[config.mk]
export PLATFORM = sky130hd
export DESIGN_NAME = sar_threshold_search
export DESIGN_NICKNAME = d
export VERILOG_FILES = /design/src/rtl/sar_threshold_search.sv
export SDC_FILE = /design/constraint.sdc
export NUM_CORES = 1
export LEC_CHECK = 0
export ABC_AREA = 0
export BUFFER_PORTS_ARGS = -buffer_cell sky130_fd_sc_hd__buf_4
export CAP_MARGIN = 25
export CORE_ASPECT_RATIO = 1.1
export CORE_MARGIN = 3
export CORE_UTILIZATION = 61
export CTS_CLUSTER_DIAMETER = 100
export DETAILED_ROUTE_END_ITERATION = 10
export GPL_ROUTABILITY_DRIVEN = 0
export PLACE_DENSITY = 0.94
export SLEW_MARGIN = 20
export SYNTH_ARGS = -nofsm -noshare
export SYNTH_HDL_FRONTEND = slang
export SYNTH_SLANG_ARGS = --single-unit
[constraint.sdc]
create_clock -name clk -period 2.78 [get_ports clk]
set_input_delay 0.139 -clock clk [delete_from_list [all_inputs] [get_ports clk]]
set_output_delay 0.139 -clock clk [all_outputs]
set_load 0.02 [all_outputs]
[src/rtl/sar_threshold_search.sv]
// sar_threshold_search: successive-approximation threshold search driving a registered comparator; optional 2-of-3 vote per bit under SAR_MAJORITY_EN
module sar_threshold_search #(
  parameter int DATA_WIDTH  = 14,
  parameter int CMP_LATENCY = 1
) (
  input  logic                  clk,
  input  logic                  rst_n,
  input  logic                  start,
  input  logic                  abort,
  input  logic                  cmp_in,
  output logic [DATA_WIDTH-1:0] trial_code,
  output logic [DATA_WIDTH-1:0] result,
  output logic                  busy,
  output logic                  done
);
  localparam logic [0:0] IDLE = 1'b0;
  localparam logic [0:0] WAIT = 1'b1;
  localparam logic [3:0] LAT  = 4'(CMP_LATENCY);
  localparam logic [DATA_WIDTH-1:0] TOP = {1'b1, {(DATA_WIDTH-1){1'b0}}};

  logic [0:0]            state;
  logic [DATA_WIDTH-1:0] code, mask, new_code;
  logic [3:0]            cnt;
  logic                  decision, take;

`ifdef SAR_MAJORITY_EN
  logic [1:0] vidx;
  logic       v0, v1;
  assign decision = (v0 & v1) | (v0 & cmp_in) | (v1 & cmp_in);
  assign take     = (cnt == 4'd0) && (vidx == 2'd2);
  // collect the first two votes of a bit; a cancelled search drops its partial vote
  always_ff @(posedge clk or negedge rst_n)
    if (!rst_n) begin
      vidx <= 2'd0;
      v0   <= 1'b0;
      v1   <= 1'b0;
    end else if (state == IDLE || abort) begin
      vidx <= 2'd0;
    end else if (cnt == 4'd0) begin
      vidx <= (vidx == 2'd2) ? 2'd0 : vidx + 2'd1;
      if (vidx == 2'd0) v0 <= cmp_in;
      if (vidx == 2'd1) v1 <= cmp_in;
    end
`else
  assign decision = cmp_in;
  assign take     = (cnt == 4'd0);
`endif

  // comparator says signal >= trial when it reports 0, so the trial bit is kept
  assign new_code = decision ? code : (code | mask);

  // search sequencer: one mask bit resolved per comparator settle window
  always_ff @(posedge clk or negedge rst_n)
    if (!rst_n) begin
      state      <= IDLE;
      code       <= '0;
      mask       <= '0;
      cnt        <= 4'd0;
      trial_code <= '0;
      result     <= '0;
      busy       <= 1'b0;
      done       <= 1'b0;
    end else begin
      done <= 1'b0;
      if (state == IDLE) begin
        if (start) begin
          code       <= '0;
          mask       <= TOP;
          trial_code <= TOP;
          cnt        <= LAT;
          busy       <= 1'b1;
          state      <= WAIT;
        end
      end else if (abort) begin
        trial_code <= result;
        busy       <= 1'b0;
        state      <= IDLE;
      end else if (cnt != 4'd0) begin
        cnt <= cnt - 4'd1;
      end else if (take) begin
        code <= new_code;
        if (mask[0]) begin
          result     <= new_code;
          trial_code <= new_code;
          done       <= 1'b1;
          busy       <= 1'b0;
          state      <= IDLE;
        end else begin
          mask       <= mask >> 1;
          trial_code <= new_code | (mask >> 1);
          cnt        <= LAT;
        end
      end
    end
endmodule
==> flow_metrics.env <==
export IMPL_viasPerCell=6.12
export IMPL_pwr_density_cell_mw_per_mm2=759
export IMPL_critPathBufInv=1
export IMPL_io_buffer_count=34
export IMPL_cts_sinks=63
export IMPL_fp_dieW_um=70.8
export IMPL_synth_top_area_cell="dfrtp_1"
export IMPL_ys_seq_area_share_pct=56.0
export IMPL_grt_pass1_wl_mm=11.6
export IMPL_cts_tree="built"
export IMPL_synth_edf_count=0
export IMPL_fmax_mhz=533
export IMPL_grt_usage_pct=28.0
export IMPL_ctsLongestPathBuffers=2
export IMPL_final_seq_area_mm2=0.00158
export IMPL_syn_nets=304
export IMPL_detail_route_antenna_nets=0
export IMPL_synth_common_cells="dfrtp_1, nor2_1, a21oi_1"
export IMPL_post_cts_resized=0
export IMPL_grt_max_degree=64
export IMPL_criticalPathCategory="reg -> reg"
export IMPL_synthCells=299
export IMPL_clock_latency_ns=0.35
export IMPL_die_area_mm2=0.00547
export IMPL_whs_ns=0.120
export IMPL_synthArstFlopShare_pct=100
export IMPL_synthFlopType="dfrtp_1"
export IMPL_synth_area_top_cells="dfrtp_1, a21oi_1, nor2_1"
export IMPL_crit_slowest_cell="or4_4"
export IMPL_cp_end_kind="register"
export IMPL_firstDrtPassIters=5
export IMPL_crit_chain="or4_4, nor3_4, buf_4, nor2_1, a21oi_1"
export IMPL_clock_skew_ns=0.0122
export IMPL_diodes=0
export IMPL_drc_errors=0
export IMPL_synth_warnings=0
export IMPL_wl_mm=6.97
export IMPL_rsz0062_at_grt="false"
export IMPL_fp_dieH_um=77.2
export IMPL_slowest_delay_ns=0.60
export IMPL_min_period_ns=1.88
export IMPL_drive_gt1_share_pct=17.3
export IMPL_place_hpwl_mm=4.16
export IMPL_vias=2382
export IMPL_yosysMostFrequentCell="dfrtp_1"
export IMPL_postCtsSetupBuffers=0
export IMPL_setup_tns_ns=0
export IMPL_start_kind="register"
export IMPL_clkSlewWorstSetupHoldPaths_ns=0.06
export IMPL_multi_input_area_mm2=0.00107
export IMPL_hold_viol=0
export IMPL_drv_cap=0
export IMPL_cp_max_fo=29
export IMPL_slew_viol_final=0
export IMPL_synth_area_mm2=0.00281
export IMPL_fin_crit_sh_pct=67.5
export IMPL_htreeDepth=3
export IMPL_start_util_pct=64.3
export IMPL_areaGrowthSynthToFinish_pct=17.4
export IMPL_critical_path_top_delay_family="simple AND/OR/NAND/NOR gates"
export IMPL_drt_iter0_drc=227
export IMPL_yosysTopAreaCellShare_pct=56.0
export IMPL_ir_drop_mv=0.366
export IMPL_cts_root_buffer="clkbuf_8"
export IMPL_finalSetupViolCount=0
export IMPL_p_leak_uw=0.00161
export IMPL_cts_buffers_inserted=9
export IMPL_syn_avg_cell_area_um2=9.41
export IMPL_fill_cells=266
export IMPL_grt_antenna_before_repair=0
export IMPL_grt_pass1_vias=2338
export IMPL_synth_seq_cells=63
export IMPL_hp_class="in -> reg"
export IMPL_num_io_pins=35
export IMPL_worst_pin_slew_ns=0.979
export IMPL_status="finished clean"
export IMPL_slew_headroom_pct=34.6
export IMPL_nNetsFinal=335
export IMPL_required_ns=3.04
export IMPL_synth_distinct_cells=30
export IMPL_grt_remaining_overflow=0
export IMPL_worstPathArrival_ns=2.14
export IMPL_std_cell_rows=25
export IMPL_wl_per_cell_um=17.9
export IMPL_core_area_mm2=0.00438
[what timing repair did]
item / CTS / global route
hold buffers: 1 / 0
setup endpoints to repair: 0 / 0
hold endpoints to repair: 63 / 0
[kinds of logic (layout without fill, tap and decap cells)]
family | Yosys count | count (layout) | share of synthesized area, %
AND/OR/NAND/NOR | 106 | 106 | 17.3
AO/OA/AOI/OAI | 94 | 94 | 20.8
flip-flops | 63 | 63 | 56.0
buffers and inverters | 36 | 72 | 5.87
[registers in the layout, summed over array words and instances, names as in the netlist]
name / cells
done: 1
trial_code: 14
result: 14
busy: 1
cnt: 4
code: 14
state: 1
mask: 14
[worst min-delay path: stages]
cell and delay (ns):
buf_4 0.11, nor2_1 0.05, o32ai_1 0.11
[cell type report]
type                            count  share of cell area [%]
Multi-Input combinational cell    200                    32.5
Tap cell                           54                    2.05
Clock buffer                       13                    4.81
Inverter                           16                    1.82
Clock inverter                      3                    1.97
Sequential cell                    63                    47.7
Timing Repair Buffer               40                    9.17
[power by group]
part           internal, uW  switching, uW  total [uW]
combinational           194            313         506
sequential             1010           87.2        1100
clock                   553            349         902
total                  1760            749        2510
[final timing paths]
check | from | end | slack (ns) | cells past startpoint
worst max-delay path | cnt[0] | result[13] | 0.90 | 5
max in group asynchronous | rst_n | trial_code[12] | 1.84 | 2
worst max register to register | cnt[0] | result[13] | 0.90 | 5
worst min-delay path | start | busy | 0.12 | 3
min in group asynchronous | rst_n | trial_code[6] | 0.42 | 2
worst min register to register | trial_code[10] | trial_code[10] | 0.48 | 1
[routing by layer]
layer	global-route usage (%)	up-vias	part of all wire, %
met3	10.5	28	8.3
met4	17.5	0	4.5
met2	41.4	132	48
met1	34.5	1143	39
li1	-	1079	-
met5	0	-	0
[through the flow]
| stage | cells | instance area, um^2 | total power, uW | utilization (%) | worst slack (ns) |
|---|---|---|---|---|---|
| after global placement | 372 | 3070 | 1570 | 70.1 | 1.06 |
| final | 389 | 3300 | 2510 | 75.4 | 0.902 |
| after detailed placement | 372 | 3070 | 1600 | 70.1 | 0.923 |
| after floorplan | 299 | 2810 | 1410 | - | 1.13 |
| after global routing | 389 | 3300 | 2610 | 75.4 | 0.791 |
| after CTS | 389 | 3300 | 2510 | 75.4 | 0.899 |
[layout by cell type (no fill, tap or decap), types with 2 or more instances in the layout]
cell and instances:
nor2b_1 16, clkbuf_1 2, nand2_1 28, nor2_1 50, inv_1 16, clkbuf_8 11
a21oi_1 41, nor3_1 2, o31ai_1 2, nand2b_1 3, bufinv_16 2, o21ai_1 8
a2bb2oi_1 2, o21ai_0 11, a221oi_1 12, buf_4 39, nor4_1 2, dfrtp_1 63
a21o_1 12
No activity file was read; power rests on OpenSTA's default activity.
